<file path="config.mk">
export PLATFORM = sky130hd
export DESIGN_NAME = rr_lock_arbiter_flat
export DESIGN_NICKNAME = d
export VERILOG_FILES = /design/src/rtl/arb_pkg.sv /design/src/rtl/rr_lock_arbiter_if.sv /design/src/rtl/rr_pick.sv /design/src/rtl/rr_lock_arbiter.sv /design/src/flat_wrapper.sv
export SDC_FILE = /design/constraint.sdc
export NUM_CORES = 1
export LEC_CHECK = 0
export BUFFER_PORTS_ARGS = -buffer_cell sky130_fd_sc_hd__buf_2
export CAP_MARGIN = 30
export CORE_MARGIN = 3
export CORE_UTILIZATION = 51
export DETAILED_ROUTE_END_ITERATION = 12
export PLACE_DENSITY = 0.88
export SLEW_MARGIN = 20
export SYNTH_ARGS = -nofsm -noshare
export SYNTH_HDL_FRONTEND = slang
export SYNTH_HIERARCHICAL = 1
export SYNTH_SLANG_ARGS = --single-unit
</file>
<file path="constraint.sdc">
create_clock -name clk -period 3.2 [get_ports clk]
set_clock_uncertainty 0.1 [all_clocks]
set_input_delay 0.48 -clock clk [delete_from_list [all_inputs] [get_ports clk]]
set_output_delay 0.48 -clock clk [all_outputs]
set_load 0.1 [all_outputs]
</file>
<file path="src/rtl/arb_pkg.sv">
// -----------------------------------------------------------------------------
// arb_pkg
// Shared types and helpers for the round-robin lock arbiter.
//   arb_state_t   : arbiter FSM state (IDLE / LOCKED)
//   ARB_PTR_W_MIN : smallest legal pointer / index width
//   wrap_inc      : modulo-n increment done with compare-and-subtract, so
//                   non-power-of-two port counts wrap correctly
// -----------------------------------------------------------------------------
package arb_pkg;

    typedef enum logic {
        IDLE   = 1'b0,
        LOCKED = 1'b1
    } arb_state_t;

    localparam int ARB_PTR_W_MIN = 1;

    function automatic int unsigned wrap_inc(input int unsigned idx, input int unsigned n);
        return ((idx + 1) >= n) ? 0 : idx + 1;
    endfunction

endpackage

</file>
<file path="src/rtl/rr_lock_arbiter_if.sv">
// -----------------------------------------------------------------------------
// rr_lock_arbiter_if
// Request/grant bundle between requesters and one round-robin lock arbiter.
//   request     : per-port request level                (requester -> arbiter)
//   pkt_release : per-port end-of-packet strobe         (requester -> arbiter)
//                 ("release" is a reserved SystemVerilog keyword)
//   grant       : registered one-hot grant or all-zero  (arbiter -> requester)
//   chosen      : registered index of the granted port  (arbiter -> requester)
//   given       : registered, 1 when any grant bit set  (arbiter -> requester)
//   state_dbg   : current FSM state, for observation only
//   ptr_dbg     : current rotating priority pointer, for observation only
// Handshake: a port holds request high for as long as it wants the resource;
// it owns the resource in every cycle where grant[port] is 1, and ends its
// tenure either by pulsing pkt_release[port] in its last granted cycle or by
// dropping request[port]. Strobes on ports that do not hold the grant are
// ignored.
// -----------------------------------------------------------------------------
interface rr_lock_arbiter_if #(
    parameter int NUM_PORTS = 4,
    parameter int PTR_W     = $clog2(NUM_PORTS)
);
    import arb_pkg::*;

    logic [NUM_PORTS-1:0] request;
    logic [NUM_PORTS-1:0] pkt_release;
    logic [NUM_PORTS-1:0] grant;
    logic [PTR_W-1:0]     chosen;
    logic                 given;
    arb_state_t           state_dbg;
    logic [PTR_W-1:0]     ptr_dbg;

    modport master (
        output request, pkt_release,
        input  grant, chosen, given, state_dbg, ptr_dbg
    );

    modport slave (
        input  request, pkt_release,
        output grant, chosen, given, state_dbg, ptr_dbg
    );

endinterface

</file>
<file path="src/rtl/rr_pick.sv">
// -----------------------------------------------------------------------------
// rr_pick
// Combinational round-robin picker. Finds the first set request bit at
// index pointer, pointer+1, ... wrapping modulo NUM_PORTS.
//   request : per-port request vector
//   pointer : highest-priority index (0..NUM_PORTS-1)
//   found   : 1 when any request bit is set
//   winner  : index of the selected port (valid when found = 1)
// Implemented as rotate, find-first, un-rotate; every index addition wraps
// with an explicit compare-and-subtract so NUM_PORTS need not be 2**k.
// -----------------------------------------------------------------------------
module rr_pick
    import arb_pkg::*;
#(
    parameter int NUM_PORTS = 4,
    parameter int PTR_W     = (NUM_PORTS > 2) ? $clog2(NUM_PORTS) : ARB_PTR_W_MIN
) (
    input  logic [NUM_PORTS-1:0] request,
    input  logic [PTR_W-1:0]     pointer,
    output logic                 found,
    output logic [PTR_W-1:0]     winner
);

    function automatic logic [PTR_W-1:0] mod_add(input int unsigned a, input int unsigned b);
        int unsigned s;
        s = a + b;
        if (s >= NUM_PORTS) begin
            s = s - NUM_PORTS;
        end
        return PTR_W'(s);
    endfunction

    logic [NUM_PORTS-1:0] rotated;
    logic [PTR_W-1:0]     offset;

    always_comb begin
        rotated = '0;
        found   = 1'b0;
        offset  = '0;
        // rotated[0] is the request at the pointer, i.e. highest priority
        for (int i = 0; i < NUM_PORTS; i++) begin
            rotated[i] = request[mod_add(unsigned'(i), 32'(pointer))];
        end
        for (int i = 0; i < NUM_PORTS; i++) begin
            if (rotated[i] && !found) begin
                found  = 1'b1;
                offset = PTR_W'(i);
            end
        end
        winner = mod_add(32'(offset), 32'(pointer));
    end

endmodule

</file>
<file path="src/rtl/rr_lock_arbiter.sv">
// -----------------------------------------------------------------------------
// rr_lock_arbiter
// Round-robin arbiter with registered one-hot grant, internal rotating
// priority pointer and optional packet lock.
//   clk   : rising-edge clock
//   reset : synchronous, active-high
//   bus   : rr_lock_arbiter_if.slave (request, pkt_release in;
//           grant, chosen, given, state_dbg, ptr_dbg out)
// Parameters:
//   NUM_PORTS : number of requesters (>= 2)
//   LOCK_MODE : 1 = hold grant until release/abort, 0 = re-pick every cycle
//   PTR_W     : derived index width, do not override
// -----------------------------------------------------------------------------
module rr_lock_arbiter
    import arb_pkg::*;
#(
    parameter int NUM_PORTS = 4,
    parameter int LOCK_MODE = 1,
    parameter int PTR_W     = (NUM_PORTS > 2) ? $clog2(NUM_PORTS) : ARB_PTR_W_MIN
) (
    input  logic               clk,
    input  logic               reset,
    rr_lock_arbiter_if.slave   bus
);

    arb_state_t           state;
    logic [PTR_W-1:0]     pointer;
    logic [NUM_PORTS-1:0] grant_q;
    logic [PTR_W-1:0]     chosen_q;
    logic                 given_q;

    logic                 found;
    logic [PTR_W-1:0]     winner;
    logic [PTR_W-1:0]     next_ptr;
    logic                 hold;

    rr_pick #(
        .NUM_PORTS (NUM_PORTS),
        .PTR_W     (PTR_W)
    ) u_pick (
        .request (bus.request),
        .pointer (pointer),
        .found   (found),
        .winner  (winner)
    );

    assign next_ptr = PTR_W'(wrap_inc(32'(winner), NUM_PORTS));

    // The current owner keeps the grant while it still requests and has not
    // signalled end of packet. Strobes on other ports never reach here.
    assign hold = bus.request[chosen_q] && !bus.pkt_release[chosen_q];

    always_ff @(posedge clk) begin
        if (reset) begin
            state    <= IDLE;
            pointer  <= '0;
            grant_q  <= '0;
            chosen_q <= '0;
            given_q  <= 1'b0;
        end else if ((state == LOCKED) && hold) begin
            state <= LOCKED;
        end else if (found) begin
            // Covers both a fresh pick from IDLE and a same-cycle handover
            // out of LOCKED; the pointer already sits past the old owner, so
            // it competes only as lowest priority.
            grant_q  <= NUM_PORTS'(1) << winner;
            chosen_q <= winner;
            given_q  <= 1'b1;
            pointer  <= next_ptr;
            state    <= (LOCK_MODE != 0) ? LOCKED : IDLE;
        end else begin
            // chosen_q intentionally keeps the last winner
            grant_q <= '0;
            given_q <= 1'b0;
            state   <= IDLE;
        end
    end

    assign bus.grant     = grant_q;
    assign bus.chosen    = chosen_q;
    assign bus.given     = given_q;
    assign bus.state_dbg = state;
    assign bus.ptr_dbg   = pointer;

endmodule

</file>
<file path="src/flat_wrapper.sv">
// flat-port wrapper written by rule: the top's interface ports become plain ports
module rr_lock_arbiter_flat import arb_pkg::*;
#(
    parameter int NUM_PORTS = 4,
    parameter int LOCK_MODE = 1,
    parameter int PTR_W     = (NUM_PORTS > 2) ? $clog2(NUM_PORTS) : ARB_PTR_W_MIN
)
  (clk, reset, bus_request, bus_pkt_release, bus_grant, bus_chosen, bus_given, bus_state_dbg, bus_ptr_dbg);
  rr_lock_arbiter_if #(.NUM_PORTS(NUM_PORTS), .PTR_W(PTR_W)) bus_i ();
  input  logic clk;
  input  logic reset;
  input wire logic [$bits(bus_i.request)-1:0] bus_request;
  input wire logic [$bits(bus_i.pkt_release)-1:0] bus_pkt_release;
  output wire logic [$bits(bus_i.grant)-1:0] bus_grant;
  output wire logic [$bits(bus_i.chosen)-1:0] bus_chosen;
  output wire logic [$bits(bus_i.given)-1:0] bus_given;
  output wire logic [$bits(bus_i.state_dbg)-1:0] bus_state_dbg;
  output wire logic [$bits(bus_i.ptr_dbg)-1:0] bus_ptr_dbg;
  assign bus_i.request = bus_request;
  assign bus_i.pkt_release = bus_pkt_release;
  assign bus_grant = bus_i.grant;
  assign bus_chosen = bus_i.chosen;
  assign bus_given = bus_i.given;
  assign bus_state_dbg = bus_i.state_dbg;
  assign bus_ptr_dbg = bus_i.ptr_dbg;
  rr_lock_arbiter #(.NUM_PORTS(NUM_PORTS), .LOCK_MODE(LOCK_MODE), .PTR_W(PTR_W)) u_core (.clk(clk), .reset(reset), .bus(bus_i));
endmodule
</file>
* Word-level counts from Yosys, hierarchy flattened *
Index checks and enable logic that the tools add are counted.

operators by class
  reduce and logical (&&, ||, !) cells = 10
  shift operators = 1
  mux-type cells = 28
  order comparisons = 11
  bitwise operators = 1
  $add $sub $neg = 10

operators by type and width
  cell                                                                   number
  2-bit two-way mux                                                      8
  3-bit >= comparator, second input constant                             5
  2-bit by 3-bit < comparator with 1-bit output, second input constant   5
  1-bit two-way mux                                                      13
  1-bit binary-select mux with 2-bit select                              6
  2-bit by 1-bit subtractor with 2-bit output, second input constant     5
  2-bit by 2-bit adder with 3-bit output, first input constant           2
  1-bit logical AND                                                      5
  1-bit logical NOT                                                      4
  4-bit two-way mux                                                      1
  1-bit by 2-bit << shifter with 4-bit output, first input constant      1
  1-bit by 2-bit adder with 3-bit output, first input constant           1
  2-bit by 1-bit adder with 3-bit output, second input constant          1
  2-bit by 2-bit adder with 3-bit output                                 1
  2-bit by 3-bit >= comparator with 1-bit output, second input constant  1
  2-bit AND reduction                                                    1
  1-bit NOT                                                              1

word-level totals
  output and inout port bits = 10
  word-level logic and storage cells = 66
  flip-flop bits (word level) = 10
  input bits = 10

* Logic depth before layout (Yosys ltp) *
  depth in word-level cells = 20
  gate-level depth with buffers = 14
  mapped depth without buffers = 13

* Cells and area by module *
The synthesis kept the hierarchy.

modules (own cells, without submodules)
  module           sequential area each (µm²)  times used  area each (µm²)  cells each
  rr_lock_arbiter  200.2                       1           623.1            70
  rr_pick          0.0                         1           166.4            25

* Least setup slack after synthesis *
OpenSTA, ideal clock, no wires.

  path type = register to register
  from = register u_core.pointer[1], in the netlist u_core/bus.ptr_dbg[1]
  to = register u_core.pointer[1], in the netlist u_core/bus.ptr_dbg[1]
  setup slack = -0.030 ns
  stages on the path, launching flop included = 15
  buffers on the path = 1
  library setup time = 0.138 ns
  data required time = 2.962 ns
  data arrival time = 2.992 ns
  cells stage by stage = dfxtp_1 buf_2 nand2_1 a21oi_1 o2bb2ai_1 o21a_1 ha_1 xnor2_1 xnor2_1 inv_1 ha_1 nand2_1 nor3_1 a31oi_1 o311ai_1

on the way
  longest elaborated chain between the ends = 20
  elaborated cells between the ends (all ways) = 44
  those cells by class = add/sub: 10; order compare: 6; mux: 21; reduce/logical: 7

ends and longest elaborated chain
  what                                                                                             line                          source
  from (decl)                                                                                      rr_lock_arbiter.sv:27         logic [PTR_W-1:0] pointer;
  from (signal assigned)                                                                           rr_lock_arbiter.sv:69         pointer <= next_ptr;
  parallel branches: the longest is 14 deep, another holds 1-bit by 2-bit adder with 3-bit output  --
  2-bit by 2-bit adder with 3-bit output (*)                                                       rr_pick.sv:26                 s = a + b;
  3-bit >= comparator or 2-bit by 1-bit subtractor with 2-bit output (tied branches)               rr_pick.sv:27, rr_pick.sv:28
  2-bit two-way mux (*)                                                                            rr_pick.sv:27                 if (s >= NUM_PORTS) begin
  via u_core.winner[1]                                                                             rr_lock_arbiter.sv:33         logic [PTR_W-1:0] winner;
  2-bit by 1-bit adder with 3-bit output (*)                                                       arb_pkg.sv:19                 return ((idx + 1) >= n) ? 0 : idx + 1;
  3-bit >= comparator                                                                              arb_pkg.sv:19
  2-bit two-way mux (*)                                                                            arb_pkg.sv:19
  via u_core.next_ptr[1]                                                                           rr_lock_arbiter.sv:34         logic [PTR_W-1:0] next_ptr;

Mark *: on every way through the listed nets, which the timed path passes. The select of a mux whose other input is x is not followed.
A chain may end at the register's enable or synchronous reset.

* Worst setup path in the final report *
  from = input port bus_request[0]
  to = register u_core.pointer[1], in the netlist u_core/bus.ptr_dbg[1]

on the way
  longest elaborated chain between the ends = 18
  elaborated cells between the ends (all ways) = 34
  those cells by class = add/sub: 3; order compare: 2; mux: 19; bitwise: 1; reduce/logical: 9

ends and longest elaborated chain
  what                                                                                line                          source
  from (decl)                                                                         flat_wrapper.sv:12            input wire logic [$bits(bus_i.request)-1:0] bus_request;
  1-bit binary-select mux with 2-bit select                                           rr_pick.sv:42                 rotated[i] = request[mod_add(unsigned'(i), 32'(pointer))];
  1-bit two-way mux (implied by the code)                                             rr_pick.sv:42
  1-bit two-way mux                                                                   rr_pick.sv:45                 if (rotated[i] && !found) begin
  1-bit logical NOT                                                                   rr_pick.sv:45
  1-bit logical AND                                                                   rr_pick.sv:45
  1-bit two-way mux                                                                   rr_pick.sv:45
  1-bit logical NOT                                                                   rr_pick.sv:45
  1-bit logical AND                                                                   rr_pick.sv:45
  [... 4 more ...]                                                                    --
  2-bit by 2-bit adder with 3-bit output (*)                                          rr_pick.sv:26
  3-bit >= comparator or 2-bit by 1-bit subtractor with 2-bit output (tied branches)  rr_pick.sv:27, rr_pick.sv:28
  2-bit two-way mux (*)                                                               rr_pick.sv:27
  via u_core.winner[1]                                                                rr_lock_arbiter.sv:33
  2-bit by 1-bit adder with 3-bit output (*)                                          arb_pkg.sv:19
  3-bit >= comparator                                                                 arb_pkg.sv:19
  2-bit two-way mux (*)                                                               arb_pkg.sv:19
  via u_core.next_ptr[1]                                                              rr_lock_arbiter.sv:34

The timed path passes the listed nets; every way through them passes the cells marked *. The select of a mux whose other input is x is not followed.

==> qor.tcl <==
set qor(synth-async-reset-ratio) 0
set qor(min_path_type) {reg -> reg}
set qor(worst_pin_slew_ns) 0.4857
set qor(drt_first_iter_violations) 20
set qor(worstSetupEndpointType) {register}
set qor(final_min_period_ns) 2.460
set qor(grt_pass1_vias) 716
set qor(synth.ff_latch_count) 10
set qor(fp.dieArea_um2) 2056
set qor(htreeDepth) 1
set qor(maximum_number_of_pins_on_one_net_before_global_route_repair) 16
set qor(gr-usage-all-layers) 0.2016
set qor(netlist-cell-type-count) 37
set qor(cts_hold_buf) 0
set qor(tritoncts.num_buffers) 3
set qor(filler_cell_count) 124
set qor(layout.core_utilization) 0.6643
set qor(dp_cells) 126
set qor(cts.path.max_buffers) 2
set qor(setup_viol_count_final) 0
set qor(die_height_um) 45.35
set qor(post_route_cells_drive_above_1_share) 0.2632
set qor(max-slew-margin-rel) 0.6784
set qor(placement.setup.worst_slack_ns) 0.4657
set qor(number_of_antenna_violations_at_the_first_check_in_global_routing) 0
set qor(grt_pass1_wl_um) 3042
set qor(floorplan.io_pins) 20
set qor(syn-num-nets) 110
set qor(rows) 13
set qor(post_cts.resized_instances) 0
set qor(data_required_time_at_the_worst_endpoint_ns) 3.24
set qor(drt-vias-per-instance) 6.008
set qor(timing.fmax_mhz) 406.6
set qor(synth_enable_flop_cells) 0
set qor(io_port_bufs) 19
set qor(postSynthAreaPerCell_um2) 8.311
set qor(n_diodes) 0
set qor(design.core.area_um2) 1383
set qor(nNetsFinal) 131
set qor(buffer_count_from_post_cts_setup_fixing) 0
set qor(critical_path.startpoint_type) {input pin}
set qor(instances_no_fill) 129
set qor(finalCritPeriodShare) 0.7687
set qor(start_util) 0.5710
set qor(clk_latency_ns) 0.26
set qor(final_max_slew_viol_count) 0
set qor(drt_first_pass_iters) 4
set qor(rsz0062_at_grt) {no}
set qor(die_w_um) 45.35
set qor(total_congestion_overflow_after_global_routing) 0
set qor(critical_path_peak_fanout) 9
set qor(status) {completed}
set qor(tritoncts) {built}
set qor(routed_wl_um) 1798
set qor(timing.critical_path.arrival_ns) 2.50
set qor(drc) 0
set qor(worst_slack_ns) 0.7403
set qor(route.detailed.wl_per_inst_um) 13.94
set qor(syn2layout_area_growth_pct) 16.32
set qor(hold_viol_final) 0
set qor(clock-sinks) 10
set qor(route.antenna.remaining_nets) 0
set qor(detailedPlacementHpwl_um) 1349
set qor(postSynthCellCount) 95
set qor(synthFlopType) {sky130_fd_sc_hd__dfxtp_1}
set qor(seq_area_frac_synth) 0.2536
set qor(worst_setup_hold_path_clk_slew_ns) 0.07
set qor(critPathKind) {in -> reg}
set qor(mostFrequentLayoutCells) {sky130_fd_sc_hd__buf_2 (19), sky130_fd_sc_hd__dfxtp_1 (9), sky130_fd_sc_hd__a21oi_1 (8)}
set qor(cts_root_buffer) {sky130_fd_sc_hd__clkbuf_4}
set qor(place.gp.congestion) 0.7339
set qor(yosysWarningCount) 6
set qor(cap_violations) 0
set qor(routed-via-count) 775
set qor(layout.cells.most_common) {sky130_fd_sc_hd__buf_2}
set qor(syn_area_um2) 789.5
set qor(finalSetupTns_ns) 0
## per-layer routing
metal / vias to the layer above / GRT usage / share of wire
met5: - / 0 / 0
met2: 21 / 0.3446 / 0.50
li1: 391 / - / -
met4: 0 / 0.01754 / 0
met1: 363 / 0.2585 / 0.44
met3: 0 / 0.05976 / 0.058
## cell usage after synthesis (all sizes together), types with 2 or more instances
master / number / share of area
dfxtp: 10 / 0.25
a21oi: 8 / 0.051
nand2: 7 / 0.033
inv: 6 / 0.029
nor2b: 6 / 0.048
ha: 5 / 0.079
nand3: 5 / 0.032
nor2: 5 / 0.024
o211ai: 5 / 0.048
nand2b: 4 / 0.032
clkbuf: 3 / 0.014
mux2i: 2 / 0.025
mux4: 2 / 0.057
nand4: 2 / 0.016
nor3: 2 / 0.013
o21ai: 2 / 0.013
o311ai: 2 / 0.032
xnor2: 2 / 0.022
## registers in the layout, indices dropped and copies added (netlist names)
name / cells
u_core/bus.grant: 4
u_core/bus.state_dbg: 1
u_core/bus.ptr_dbg: 2
u_core/bus.given: 1
u_core/bus.chosen: 2
## worst max-delay path: stages
cell	delay, ns
sky130_fd_sc_hd__buf_2	0.15
sky130_fd_sc_hd__nor2_1	0.15
sky130_fd_sc_hd__a2bb2oi_1	0.16
sky130_fd_sc_hd__o211ai_1	0.10
sky130_fd_sc_hd__o21a_1	0.13
sky130_fd_sc_hd__ha_1	0.19
sky130_fd_sc_hd__xnor2_1	0.20
sky130_fd_sc_hd__xnor2_1	0.16
sky130_fd_sc_hd__inv_1	0.09
sky130_fd_sc_hd__ha_1	0.27
sky130_fd_sc_hd__nand2_1	0.09
sky130_fd_sc_hd__nor3_1	0.06
sky130_fd_sc_hd__a31oi_1	0.16
sky130_fd_sc_hd__o311ai_1	0.11
## area by class of cell
cell class,instances,area [µm²],share of cell area
well taps,15,18.77,0.02044
flip-flops and latches,10,201.4,0.2193
multi-input cells,75,550.5,0.5995
inverters,6,22.52,0.02452
clock buffers,3,22.52,0.02452
repair buffers,20,102.6,0.1117
## cell families (layout without fill, tap and decap cells)
group,Yosys count,in the layout,share of synthesized area
simple gates,34,34,0.2251
xor+xnor,2,2,0.02219
flops,10,10,0.2536
buf+inv,10,29,0.04912
mux,5,5,0.1014
compound gates,29,29,0.2694
fa+ha+maj,5,5,0.07924
## path summary, 6_finish.rpt
path	slack (ns)	endpoint	cells after the start	start
worst max-delay path	0.74	u_core/bus.ptr_dbg[1]	14	bus_request[0]
worst min register to register	0.37	u_core/bus.grant[1]	2	u_core/bus.grant[1]
worst min-delay path	0.37	u_core/bus.grant[1]	2	u_core/bus.grant[1]
worst max register to register	0.76	u_core/bus.ptr_dbg[1]	13	u_core/bus.ptr_dbg[1]
## metrics by stage
stage          cell area (µm²)  hold WS, ns
2_1_floorplan            790.8       0.6474
3_3_place_gp             895.9       0.3503
3_5_place_dp             895.9       0.3593
4_1_cts                  918.4       0.3680
5_1_grt                  918.4       0.3964
6_report                 918.4       0.3668
Power is not shown: default switching activity piles up to over one toggle a cycle in this logic, so the estimate is an artifact.
